`config.mk`:
```
export PLATFORM = sky130hd
export DESIGN_NAME = demux_3bits
export DESIGN_NICKNAME = d
export VERILOG_FILES = /design/src/rtl/demux_3bits_pkg.sv /design/src/rtl/demux_slot.sv /design/src/rtl/demux_3bits.sv
export SDC_FILE = /design/constraint.sdc
export NUM_CORES = 1
export LEC_CHECK = 0
export CORE_MARGIN = 5
export CORE_UTILIZATION = 47
export DETAILED_ROUTE_END_ITERATION = 7
export PLACE_DENSITY = 0.8
export SYNTH_ARGS = -nofsm -noshare
export SYNTH_HDL_FRONTEND = slang
export SYNTH_SLANG_ARGS = --single-unit
```
`constraint.sdc`:
```
create_clock -name clk -period 5.7 [get_ports clk]
set_input_delay 1.14 -clock clk [delete_from_list [all_inputs] [get_ports clk]]
set_output_delay 1.14 -clock clk [all_outputs]
set_load 0.005 [all_outputs]
```
`src/rtl/demux_3bits_pkg.sv`:
```
// Shared sizing constants and helpers for the 3-bit select demux/mux family.
package demux_3bits_pkg;

  localparam int NUM_SLOTS = 8;
  localparam int SEL_W     = 3;
  localparam int CNT_W     = 4;

  // Number of set bits in a slot-valid vector; result fits in CNT_W bits (0..8).
  function automatic logic [CNT_W-1:0] popcount_slots(input logic [NUM_SLOTS-1:0] v);
    logic [CNT_W-1:0] sum;
    sum = '0;
    for (int i = 0; i < NUM_SLOTS; i++) begin
      sum = sum + CNT_W'(v[i]);
    end
    return sum;
  endfunction

endpackage

```
`src/rtl/demux_slot.sv`:
```
// One output slot of the demux: a data register plus a valid flag.
// A write in the same cycle as an ack wins, so the slot stays valid with new data.
module demux_slot #(
  parameter int WIDTH = 32
) (
  input  logic             clk,
  input  logic             reset,
  input  logic             wr_en,
  input  logic [WIDTH-1:0] wr_data,
  input  logic             ack,
  output logic [WIDTH-1:0] data,
  output logic             valid,
  output logic             valid_next
);

  // Next value of the valid flag: reset, then write, then ack, in priority order.
  always_comb begin
    // NOTE: every signal driven here gets a default first, so no path leaves it unassigned and no latch is inferred.
    valid_next = valid;
    if (ack) begin
      valid_next = 1'b0;
    end
    if (wr_en) begin
      valid_next = 1'b1;
    end
    if (reset) begin
      valid_next = 1'b0;
    end
  end

  // Slot register: data loads only on write and is kept through an ack.
  always_ff @(posedge clk) begin
    // NOTE: state is updated with non-blocking assignments so all registers sample pre-edge values.
    if (reset) begin
      // NOTE: the data register is cleared on reset because o0..o7 must read zero after reset.
      data  <= '0;
      valid <= 1'b0;
    end else begin
      valid <= valid_next;
      if (wr_en) begin
        data <= wr_data;
      end
    end
  end

endmodule

```
`src/rtl/demux_3bits.sv`:
```
// 1-to-8 registered demux with per-slot valid/ack handshake, occupancy count and drop flag.
module demux_3bits
  import demux_3bits_pkg::*;
#(
  parameter int WIDTH = 32
) (
  input  logic                 clk,
  input  logic                 reset,
  input  logic [SEL_W-1:0]     ctrl,
  input  logic [WIDTH-1:0]     in,
  input  logic                 in_valid,
  output logic                 in_ready,
  output logic [WIDTH-1:0]     o0,
  output logic [WIDTH-1:0]     o1,
  output logic [WIDTH-1:0]     o2,
  output logic [WIDTH-1:0]     o3,
  output logic [WIDTH-1:0]     o4,
  output logic [WIDTH-1:0]     o5,
  output logic [WIDTH-1:0]     o6,
  output logic [WIDTH-1:0]     o7,
  output logic [NUM_SLOTS-1:0] out_valid,
  input  logic [NUM_SLOTS-1:0] out_ack,
  output logic [CNT_W-1:0]     count,
  output logic                 drop
);

  logic [NUM_SLOTS-1:0] wr_en;
  logic [NUM_SLOTS-1:0] valid_next;
  logic [WIDTH-1:0]     slot_data [NUM_SLOTS];
  logic                 accept;

  // The selected slot can take a write if it is empty or being drained this cycle.
  assign in_ready = !out_valid[ctrl] || out_ack[ctrl];
  assign accept   = in_valid && in_ready && !reset;

  // Decode an accepted write onto exactly one slot.
  always_comb begin
    wr_en = '0;
    if (accept) begin
      wr_en[ctrl] = 1'b1;
    end
  end

  for (genvar k = 0; k < NUM_SLOTS; k++) begin : g_slot
    demux_slot #(.WIDTH(WIDTH)) u_slot (
      .clk        (clk),
      .reset      (reset),
      .wr_en      (wr_en[k]),
      .wr_data    (in),
      .ack        (out_ack[k]),
      .data       (slot_data[k]),
      .valid      (out_valid[k]),
      .valid_next (valid_next[k])
    );
  end

  assign o0 = slot_data[0];
  assign o1 = slot_data[1];
  assign o2 = slot_data[2];
  assign o3 = slot_data[3];
  assign o4 = slot_data[4];
  assign o5 = slot_data[5];
  assign o6 = slot_data[6];
  assign o7 = slot_data[7];

  // Count tracks the slots' next valid flags so it lines up with out_valid every cycle;
  // drop flags a refused offer for the following cycle only.
  always_ff @(posedge clk) begin
    if (reset) begin
      count <= '0;
      drop  <= 1'b0;
    end else begin
      count <= popcount_slots(valid_next);
      drop  <= in_valid && !in_ready;
    end
  end

endmodule

```
==> metrics, run 1 <==
status complete, no violations; DRC 0; share of layout cells above drive strength 1 5.96%; fin crit share 88.7%; CTS tree yes; Nets 1,564; pins over their slew limit 0; cts repair resizes 0; Cells after DPL 1,761; GR peak layer met2; Post-Layout Cell Count 1,807; Post-synth EDFFs 0; post-synthesis xor/xnor area fraction 0.0845%; gr ovfl total 0; number of global-route vias before repair 9,685; crit path cell chain clkdlybuf4s50_1, mux4_2, and3_1, and3_1, nor2_1, o21bai_1, fa_1, fa_1, fa_1, inv_1, ha_1, inv_1, fa_1, xor2_1, nor2_1; Critical Path AT 5.46 ns; global placer's final weighted congestion 0.895; Setup CP Type input pin to flip-flop; Finished Cell Area 0.0143 mm2; Die W 159 um; Pwr Total 3.86 mW; maximum vdd drop 0.234 mV; most frequent CP cell fa_1; met3 GRT Util 6.88%; synthesized area per cell 8.06 um2; Top-Level Pins 316; Period minus WS final 5.06 ns; met2 Resource Use GR 45.9%; first drt pass iteration count 5; Worst path slowest cell clkdlybuf4s50_1; vias 10,300; post-placement cell area 0.0134 mm2; worst-margin pin slew 1.27 ns; Clk pin slew, worst setup/hold paths 0.06 ns; area of the multi-input gates 0.00431 mm2; clock buffer depth 3; Post-Synth Simple-Gate Area 18.2%; setup TNS 0 ns; Leakage 4.64 nW; hold-fix buffers at CTS 0; row cnt 54; register area 0.00539 mm2; final worst-path setup slack 0.642 ns; PwrDens 270 mW/mm2; DRT iter0 DRCs 756; GRT Resource Usage Total 28.1%; Routed Antenna Nets 0; pre-CTS WS 0.122 ns; Slew HR 15.2%; Clock Sinks 269; largest family of logic cells by synthesized area compound AO/OA/AOI/OAI gates; met1 Usage GRT 35.1%; die area 0.0251 mm2; postcts setup bufs 0; Worst Path Buf+Inv 3; die height 159 um; Hold WS 0.453 ns; Hold Path Class flip-flop to flip-flop; PortBufs 315; CTS H-Tree Depth 1; # setup viols final 0; WL per Instance 20.7 um; # diodes 0; Worst setup EP type flip-flop; crit path launch type input pin; clk_lat worst skew 0.53 ns; Compound-Gate Fraction of Synth Area 20.9%; Core Region 0.0218 mm2; Worst Path Max Fanout 7; gate count of the mapped netlist 1,286; area grow syn2layout 37.8%; fill count 1,863; Core Util, Final 65.6%; Post-synth top flop dfxtp_1; Max Cap Viol 0; Final Hold Viols 0; asr flop ratio synth 0%; RSZ-0062 raised after global routing no; Cell Area, Synth 0.0104 mm2; CP max stage delay 0.68 ns; Initial Utilization 47.6%; family with the most delay on the worst path adder cells; Final Skew 0.0163 ns; Adder-Cell Fraction of Synth Area 1.13%; Avg Vias per Cell 5.72; WP data required 6.11 ns; Max Fclk 0.198 GHz; register area share after synthesis 52.0%; post-synthesis cell type count 39; mux contribution to synthesized area 0.724%; post-DP HPWL 24.3 mm; first-pass GRT wire length 55.0 mm; count of state elements after synthesis 269; clock root buffer clkbuf_16; Routed WL 37.3 mm; YS warnings 0; clock buffers created by TritonCTS 28; largest net degree at the start of global routing 115; initial antenna violation count 0; synthesized net count 1,339
==> cell usage in the layout, fill, tap and decap left out, types with 5 or more instances in the layout <==
master           Yosys  routed
clkbuf_16            0      29
dfxtp_1            269     269
clkinv_2             0       7
nand2_1            260     260
nand2b_1             8       8
nor2_1              14      12
nand3_1            135     134
o21ai_0            128     128
nor2b_1              6       6
clkbuf_1            96       5
clkdlybuf4s50_1      0     314
and3_1               5       5
inv_1               11      11
a21oi_1            264     264
buf_4                9      26
==> registers in the layout, indices dropped and copies added, names as in the netlist <==
| signal | count |
|---|---|
| g_slot.u_slot.valid | 8 |
| g_slot.u_slot.data | 256 |
| drop | 1 |
| count | 4 |
==> worst paths after layout <==
kind | from | to | slack [ns] | depth (start not counted)
hold / removal | g_slot[7].u_slot.data[24]$_SDFFE_PP0P_ | g_slot[7].u_slot.data[24]$_SDFFE_PP0P_ | 0.45 | 2
setup reg to reg | g_slot[3].u_slot.valid$_SDFF_PP0_ | count[2]$_SDFF_PP0_ | 1.68 | 14
hold reg to reg | g_slot[7].u_slot.data[24]$_SDFFE_PP0P_ | g_slot[7].u_slot.data[24]$_SDFFE_PP0P_ | 0.45 | 2
setup / recovery | ctrl[0] | count[2]$_SDFF_PP0_ | 0.64 | 15
==> area by class of cell <==
cell class,instances,area share [%]
sequential,269,37.7
multi-input combinational,859,30.2
timing repair buffer,341,23.5
clock buffer,37,5.50
tap,280,2.45
clock inverter,9,0.359
inverter,12,0.315
==> power by group <==
group          switching, mW  total [mW]  internal [mW]
registers             0.0126        1.92           1.90
clock network          0.721        1.68          0.959
logic                  0.159       0.260          0.101
total                  0.892        3.86           2.96
==> cells by family after synthesis <==
logic type      after synthesis
compound gates              409
xor+xnor                      1
fa+ha+maj                     7
buf+inv                     158
flops                       269
mux                           5
simple gates                437
==> synth_stat cells (5+ instances only) <==
cell type	n	area, um2
buf_2	31	155
o21ai_0	128	641
nand2b_1	8	50.1
buf_6	7	78.8
nand3_1	135	676
and3_1	5	31.3
nand2_1	260	976
clkbuf_1	96	360
a21oi_1	264	1320
dfxtp_1	269	5390
inv_1	11	41.3
buf_4	9	67.6
nor2_1	14	52.6
nor2b_1	6	37.5
==> routing by layer <==
layer	routed length [um]	share of wire [%]
met1	13800	37
met2	17500	47
met3	4110	11
met4	1890	5.1
met5	0	0
==> worst register-to-register path, delay by kind of cell, from the launching register on <==
kind	cells	cell delay, ns
flip-flops	1	0.34
buffers and inverters	2	0.13
AND/OR/NAND/NOR	4	0.60
XOR/XNOR	1	0.19
AO/OA/AOI/OAI	1	0.12
adder cells (fa/ha/maj)	5	2.01
multiplexers	1	0.53
(Power assumes the default switching activity.)
==> run 2, diff against run 1 <==
- SLEW_MARGIN: default -> 20
- SYNTH_HIERARCHICAL: default -> 1
==> metrics, run 2 <==
fin crit share 87.1%; Leakage 4.87 nW; crit path launch type input pin; synthesized net count 989; Finished Cell Area 0.0142 mm2; Core Util, Final 65.4%; Clock Sinks 269; initial antenna violation count 0; Clk pin slew, worst setup/hold paths 0.06 ns; clk_lat worst skew 0.53 ns; YS warnings 6; post-placement cell area 0.0132 mm2; gr ovfl total 0; WP data required 6.11 ns; post-synth top area share 52.4%; Top reg by flops g_slot.u_slot/data; Hold WS 0.490 ns; fill count 1,682; clock buffer depth 3; Regs by FF count g_slot.u_slot/data (256), g_slot.u_slot/valid (8), count (4); gate count of the mapped netlist 936; register area share after synthesis 52.4%; Worst Path Max Fanout 11; Final Hold Viols 0; Worst Path Buf+Inv 6; post-DP HPWL 20.0 mm; first-pass GRT wire length 44.2 mm; PortBufs 315; first drt pass iteration count 4; # setup viols final 0; setup TNS 0 ns; Worst setup EP type flip-flop; synthesized area per cell 11.0 um2; Worst path slowest cell clkdlybuf4s50_1; Critical Path AT 5.38 ns; Pwr Total 4.02 mW; DRC 0; area grow syn2layout 37.9%; Routed WL 29.1 mm; Post-synth EDFFs 0; asr flop ratio synth 0%; DRT iter0 DRCs 305; Nets 1,280; count of state elements after synthesis 269; Cell Area, Synth 0.0103 mm2; CTS tree yes; synth cell count leaders 269 x dfxtp_1, 260 x nor2_1, 259 x mux2i_1; Initial Utilization 47.4%; row cnt 54; Post-synth top flop dfxtp_1; Routed Antenna Nets 0; clock root buffer clkbuf_16; status complete, no violations; most frequent cells in the layout 314 x clkdlybuf4s50_1, 269 x dfxtp_1, 260 x nor2_1; maximum vdd drop 0.224 mV; crit path cell chain clkdlybuf4s50_1, buf_4, mux2i_1, a22oi_4, a21boi_2, nor4_2, inv_1, a21oi_1, fa_1, inv_1, fa_1, fa_1, inv_1, ha_1, inv_1, fa_1, xor2_1, nor2_1; RSZ-0062 raised after global routing no; global placer's final weighted congestion 0.853; vias 7,613; Hold Path Class flip-flop to flip-flop; # diodes 0; CP max stage delay 0.57 ns; dominant cells by area after synthesis dfxtp_1 52%, mux2i_1 25%, nor2_1 9.5%; Period minus WS final 4.97 ns; family with the most delay on the worst path adder cells; GRT Resource Usage Total 22.5%; pins over their slew limit 0; die height 158 um; Setup CP Type input pin to flip-flop; max reg flops 256; Yosys top cell by area dfxtp_1; Slew HR 31.0%; Top-Level Pins 316; Die W 158 um; post-synthesis cell type count 27; largest net degree at the start of global routing 110; Core Region 0.0217 mm2; Max Cap Viol 0; number of global-route vias before repair 7,573; hold-fix buffers at CTS 0; share of layout cells above drive strength 1 6.16%; die area 0.0249 mm2; Avg Vias per Cell 4.98; most numerous cell in the Yosys netlist dfxtp_1; cts repair resizes 0; most common cell after layout, fill and taps aside clkdlybuf4s50_1; Final Skew 0.0187 ns; PwrDens 284 mW/mm2; postcts setup bufs 0; worst-margin pin slew 1.03 ns; CTS H-Tree Depth 1; WL per Instance 19.0 um; Max Fclk 0.201 GHz; clock buffers created by TritonCTS 28
-- run 2: cell count changes after synthesis, moves of 128 or more --
cell     previous run  this run
o21ai_0           128         0
nand2_1           260         4
nor2_1             14       260
nand3_1           135         0
mux2i_1             3       259
a21oi_1           264        17
-- run 2: final timing paths --
path	start	endpoint	slack, ns	cells past startpoint
max reg2reg	g_slot[7].u_slot/valid$_SDFF_PP0_	count[2]$_SDFF_PP0_	1.65	15
min reg2reg	g_slot[4].u_slot/data[5]$_SDFFE_PP0P_	g_slot[4].u_slot/data[5]$_SDFFE_PP0P_	0.49	2
min	g_slot[4].u_slot/data[5]$_SDFFE_PP0P_	g_slot[4].u_slot/data[5]$_SDFFE_PP0P_	0.49	2
max	ctrl[2]	count[2]$_SDFF_PP0_	0.73	18
-- run 2: where the power goes --
group          internal, mW  switching [mW]  leakage [nW]
logic                 0.110           0.133          2.22
registers              1.90          0.0131          2.17
clock network          1.12           0.745         0.473
total                  3.13           0.891          4.87
-- run 2: cells by family after synthesis --
logic type / synth area share [%]
compound gates: 1.83
buf+inv: 7.77
mux: 25.7
xor+xnor: 0.0852
flops: 52.4
simple gates: 11.1
fa+ha+maj: 1.14
-- run 2: final cells by class --
| type | count | area, um2 | share of cell area, % |
|---|---|---|---|
| Multi-Input combinational cell | 582 | 4150 | 29.3 |
| Sequential cell | 269 | 5390 | 38.0 |
| Clock buffer | 37 | 795 | 5.60 |
| Clock inverter | 15 | 173 | 1.22 |
| Inverter | 19 | 71.3 | 0.503 |
| Timing Repair Buffer | 327 | 3250 | 22.9 |
| Tap cell | 280 | 350 | 2.47 |
-- run 2: layer usage --
layer / part of all wire (%) / up-vias / GRT usage [%] / wire (um)
met1: 40 / 3575 / 27.0 / 11600
met2: 46 / 306 / 37.1 / 13400
met4: 3.2 / 0 / 7.01 / 926
met3: 11 / 55 / 8.99 / 3160
li1: - / 3677 / - / -
met5: 0 / - / 0 / 0
-- run 2: worst register-to-register path, delay by kind of cell (launching register included) --
family | cells | cell delay [ns]
and+or+nand+nor | 1 | 0.06
AOI/OAI and AO/OA | 3 | 0.79
muxes | 1 | 0.49
adders and majority gates | 5 | 1.83
xor gates and xnor gates | 1 | 0.14
buffers and inverters | 4 | 0.30
DFF | 1 | 0.34
-- run 2: stage by stage --
stage	cells	setup slack, ns
floorplan	936	0.732
global placement	1477	0.262
detailed placement	1477	0.194
finish	1529	0.733
CTS	1529	0.769
global route	1529	0.486
==> run 3, diff against run 2 <==
- CORE_UTILIZATION: 47 -> 40
- PLACE_DENSITY: 0.8 -> 0.7
==> metrics, run 3 (synthesized netlist as in run 2, its figures left out) <==
status complete, no violations; Setup CP Type input pin to flip-flop; gr ovfl total 0; # setup viols final 0; Nets 1,280; die area 0.0290 mm2; P_sw 0.881 mW; Worst Path Buf+Inv 6; Top-Level Pins 316; Initial Utilization 40.7%; clock root buffer clkbuf_16; Final Hold Viols 0; post-placement cell area 0.0133 mm2; largest net degree at the start of global routing 228; Hold WS 0.486 ns; Worst path slowest cell clkdlybuf4s50_1; Final Skew 0.0149 ns; PortBufs 315; most common cell after layout, fill and taps aside clkdlybuf4s50_1; number of global-route vias before repair 7,578; PwrDens 286 mW/mm2; Top reg by flops g_slot.u_slot/data; first drt pass iteration count 4; crit path launch type input pin; crit path cell chain clkdlybuf4s50_1, buf_4, mux2i_1, a22oi_4, a21boi_2, nor4_2, inv_1, a21oi_1, fa_1, inv_1, fa_1, fa_1, inv_1, ha_1, inv_1, fa_1, xor2_1, nor2_1; Period minus WS final 5.03 ns; post-DP HPWL 20.4 mm; row cnt 58; family with the most delay on the worst path adder cells; pins over their slew limit 0; Hold Path Class flip-flop to flip-flop; CP max stage delay 0.57 ns; most frequent cells in the layout 314 x clkdlybuf4s50_1, 269 x dfxtp_1, 260 x nor2_1; Critical Path AT 5.40 ns; pre-CTS WS 0.182 ns; Pwr Total 4.08 mW; fin crit share 88.3%; setup TNS 0 ns; vias 7,580; area grow syn2layout 38.6%; Routed Antenna Nets 0; DRT iter0 DRCs 528; P_int 3.20 mW; Max Fclk 0.199 GHz; worst-margin pin slew 1.13 ns; Max Cap Viol 0; Finished Cell Area 0.0142 mm2; Slew HR 24.5%; cts repair resizes 0; Clk pin slew, worst setup/hold paths 0.06 ns; Post-Layout Cell Count 1,578; RSZ-0062 raised after global routing no; WP data required 6.07 ns; max reg flops 256; clock network fraction of total power 47.0%; Comb power frac 6.0%; postcts setup bufs 0; Cells after DPL 1,526; final worst-path setup slack 0.669 ns; Core Util, Final 56.4%; global placer's final weighted congestion 0.882; die height 170 um; Worst Path Max Fanout 11; CTS H-Tree Depth 1; Worst setup EP type flip-flop; Clock Sinks 269; clk_lat worst skew 0.54 ns; clock buffer depth 3; Die W 170 um; DRC 0; CTS tree yes; initial antenna violation count 0; share of layout cells above drive strength 1 5.45%; Net Sw Frac 21.6%; Core Region 0.0253 mm2; GRT Resource Usage Total 20.0%; sequential power share 47.0%; maximum vdd drop 0.174 mV; # diodes 0; Routed WL 30.0 mm; hold-fix buffers at CTS 0; Leakage 4.87 nW; Regs by FF count g_slot.u_slot/data (256), g_slot.u_slot/valid (8), count (4); first-pass GRT wire length 46.1 mm; Avg Vias per Cell 4.80; clock buffers created by TritonCTS 29; WL per Instance 19.0 um
[run 3: routing by layer]
metal / vias up / global-route usage [%] / share of wire [%]
li1: 3677 / - / -
met1: 3563 / 24.6 / 41
met2: 291 / 32.2 / 45
met3: 49 / 8.50 / 11
met4: 0 / 5.52 / 2.6
met5: - / 0 / 0
[run 3: final cells by class]
class                   instances  area [um2]
clock buffers                  45         836
clock inverters                 7         139
fillers                      2174       11000
inverters                      19        71.3
multi-input cells             582        4150
flip-flops and latches        269        5390
well taps                     330         413
repair buffers                326        3250
[run 3: power groups by stage]
stage	Sequential [mW]	Combinational, mW	Clock [mW]
after floorplan	1.96	0.114	0
after global placement	1.96	0.246	0
after detailed placement	1.96	0.247	0
after CTS	1.92	0.248	1.97
after global routing	1.92	0.264	2.05
final	1.92	0.245	1.92
[run 3: path summary, 6_finish.rpt]
path,startpoint,to,slack [ns],depth (start not counted)
setup reg to reg,g_slot[7].u_slot/valid$_SDFF_PP0_,count[2]$_SDFF_PP0_,1.62,15
setup / recovery,ctrl[2],count[2]$_SDFF_PP0_,0.67,18
hold / removal,g_slot[6].u_slot/data[30]$_SDFFE_PP0P_,g_slot[6].u_slot/data[30]$_SDFFE_PP0P_,0.49,2
hold reg to reg,g_slot[6].u_slot/data[30]$_SDFFE_PP0P_,g_slot[6].u_slot/data[30]$_SDFFE_PP0P_,0.49,2
[run 3: worst register-to-register path: stages, from the launching register on]
cell and delay (ns):
dfxtp_1 0.32, mux4_2 0.48, a21boi_2 0.22, a2111oi_4 0.37, inv_1 0.09, a21oi_1 0.19, fa_1 0.44, inv_1 0.08
fa_1 0.42, fa_1 0.43, inv_1 0.07, ha_1 0.18, inv_1 0.06, fa_1 0.37, xor2_1 0.15, nor2_1 0.05
==> RTL edit 1: new RTL, flow settings as in run 2 <==
`WIDTH` is set to 32 in 2 places; all go to 16.
--- a/src/rtl/demux_slot.sv
+++ b/src/rtl/demux_slot.sv
@@ -1,7 +1,7 @@
 // One output slot of the demux: a data register plus a valid flag.
 // A write in the same cycle as an ack wins, so the slot stays valid with new data.
 module demux_slot #(
-  parameter int WIDTH = 32
+  parameter int WIDTH = 16
 ) (
   input  logic             clk,
   input  logic             reset,
--- a/src/rtl/demux_3bits.sv
+++ b/src/rtl/demux_3bits.sv
@@ -2,7 +2,7 @@
 module demux_3bits
   import demux_3bits_pkg::*;
 #(
-  parameter int WIDTH = 32
+  parameter int WIDTH = 16
 ) (
   input  logic                 clk,
   input  logic                 reset,
Interface: changed (9 resized); port bits go from 316 to 172. No check against the original RTL was run, so the function may have changed too.
==> RTL edit 1 against run 2 <==
- sequential cell count decreased by 128
- first-iteration DRC count decreased by 4.9%
- global-route usage decreased by 0.69 points
- power down 43%
- critical path depth stayed put
- register-to-register slack got worse by 0.14 ns
- count of clock-buffer cells in the layout shrank 12
- cell count down 45%
- synthesized area shrank 46%
- hold slack gained 0.00068 ns
- cell area down 44%
- wire length decreased by 48%
- setup slack worse by 0.22 ns
==> RTL edit 1: results <==
export IMPL_drtIter0Drc=290
export IMPL_p_leak_nw=2.75
export IMPL_place_congestion=0.879
export IMPL_internal_power_w=0.00182
export IMPL_place_hpwl_um=10700
export IMPL_status="completed"
export IMPL_peakVddDrop_mv=0.210
export IMPL_portBuffers=171
export IMPL_wl_met3_um=1660
export IMPL_p_seq_share_pct=43.9
export IMPL_muxShareOfSynthArea_pct=24.3
export IMPL_ys_top_cells_by_area="dfxtp_1 (51%), mux2i_1 (24%), nor2_1 (8.9%)"
export IMPL_synth_compound_area_share_pct=3.37
export IMPL_yosys_area_share_xor_xnor_pct=0.157
export IMPL_dp_cells=811
export IMPL_grt_max_degree=84
export IMPL_synth_cell_types=26
export IMPL_critPathArrivalTime_ns=5.47
export IMPL_use_met1_pct=24.3
export IMPL_viasPerCell=5.12
export IMPL_slowest_delay_ns=0.55
export IMPL_wl_um=15300
export IMPL_clk_path_buf_depth=2
export IMPL_yosysSeqAreaShare_pct=50.6
export IMPL_yosys_top_cells_count="dfxtp_1 (141), nor2_1 (132), mux2i_1 (131), inv_1 (19)"
==> RTL edit 1: cell types whose count changed after synthesis <==
cell      before  now
dfxtp_1      269  141
mux2i_1      259  131
nor2_1       260  132
buf_12        24    8
clkbuf_1      16    0
==> RTL edit 1: cell type report <==
class / instances / area (um^2) / area share [%]
sequential: 141 / 2820 / 35.8
multi-input combinational: 326 / 2390 / 30.4
timing repair buffer: 182 / 1790 / 22.7
clock buffer: 25 / 515 / 6.54
tap: 143 / 179 / 2.27
clock inverter: 5 / 104 / 1.32
inverter: 19 / 71.3 / 0.905
==> RTL edit 1: worst paths after layout <==
kind	startpoint	end	slack, ns	cells after the start
worst max-delay path	ctrl[2]	count[2]	0.51	18
worst min-delay path	g_slot[3].u_slot/data[0]	g_slot[3].u_slot/data[0]	0.49	2
worst max register to register	g_slot[7].u_slot/valid	count[2]	1.51	15
worst min register to register	g_slot[3].u_slot/data[0]	g_slot[3].u_slot/data[0]	0.49	2
==> RTL edit 2: new RTL, flow settings as in run 2 <==
Without the edit above. The output `count` loses its register stage (`count` becomes a continuous assignment). Comments in the files are not updated.
--- a/src/rtl/demux_3bits.sv
+++ b/src/rtl/demux_3bits.sv
@@ -67,13 +67,13 @@
   // drop flags a refused offer for the following cycle only.
   always_ff @(posedge clk) begin
     if (reset) begin
-      count <= '0;
       drop  <= 1'b0;
     end else begin
-      count <= popcount_slots(valid_next);
       drop  <= in_valid && !in_ready;
     end
   end
 
+  assign count = popcount_slots(valid_next);
+
 endmodule
 
Function: changed (Yosys sat finds a counterexample within 4 cycles, from zero or initial values and one cycle with reset high).
==> RTL edit 2 against run 2 <==
- the run now ends with negative setup slack left
- wire length rose by 6.0%
- power shrank 5.4%
- setup slack got worse by 1.1 ns
- sequential cell count fell by 4
- synthesized area shrank 0.89%
- cell area up 2.4%
- global-route usage up 1.4 points
- clock power shrank 11%
- highest routed layer unchanged
==> RTL edit 2: results <==
export IMPL_synth_compound_area_share_pct=2.00
export IMPL_met2_length_um=14500
export IMPL_met1_length_um=11900
export IMPL_cp_slowest_cell="fa_2"
export IMPL_yosys_top_cells_count="dfxtp_1 (265), mux2i_1 (258), nor2_1 (257), buf_12 (24), inv_1 (20)"
export IMPL_p_leak_nw=5.05
export IMPL_place_hpwl_um=20500
export IMPL_fin_setup_tns_ns=-0.986
export IMPL_cts_repair_resized=62
export IMPL_muxShareOfSynthArea_pct=25.6
export IMPL_violations="negative setup slack"
export IMPL_setup_violations=4
export IMPL_dp_cells=1483
export IMPL_p_switching_w=0.000838
export IMPL_worst_slack_ns=-0.349
export IMPL_whs_ns=0.486
export IMPL_status="finished, violations left"
export IMPL_wl_um=30800
export IMPL_hold_start="g_slot[2].u_slot/data[3]"
export IMPL_grtUsageMet3_pct=8.88
export IMPL_wl_met3_um=3190
export IMPL_slowest_delay_ns=0.55
export IMPL_whs_endpoint="g_slot[2].u_slot/data[3]"
export IMPL_syn_nets=983
export IMPL_crit_path_start="ctrl[1]"
export IMPL_clkPwrFrac_pct=43.2
export IMPL_use_met1_pct=28.0
export IMPL_grt_pass1_wl_um=46700
export IMPL_drive_gt1_share_pct=12.2
export IMPL_routedWlPerCell_um=19.6
export IMPL_synth_cell_types=34
export IMPL_reg2reg_to="g_slot[0].u_slot/valid"
export IMPL_grt_max_degree=106
export IMPL_rrSetupSlack_ns=0.45
export IMPL_yosys_area_share_xor_xnor_pct=0.0860
==> RTL edit 2: changes by cell type after synthesis, moves of 2 or more <==
cell | before | now
a211oi_1 | 0 | 3
a21boi_2 | 2 | 0
a22oi_4 | 2 | 0
and2_1 | 2 | 0
buf_4 | 0 | 2
dfxtp_1 | 269 | 265
nand2_1 | 4 | 2
nand2b_1 | 9 | 12
nor2_1 | 260 | 257
nor2b_1 | 3 | 1
nor3_1 | 4 | 0
==> RTL edit 2: final cells by class <==
cell class	instances	area [um^2]	area share (%)
Clock buffer	39	761	5.24
Clock inverter	6	62.6	0.431
Inverter	20	75.1	0.517
Multi-Input combinational cell	578	4240	29.2
Sequential cell	265	5310	36.5
Tap cell	275	344	2.37
Timing Repair Buffer	390	3730	25.7
==> RTL edit 2: per-stage QoR <==
stage	cell area, um^2	total power [W]
final	14500	0.00381
after global routing	14500	0.00395
after CTS	14400	0.00384
after detailed placement	13300	0.00218
after global placement	13300	0.00218
after floorplan	10200	0.00204
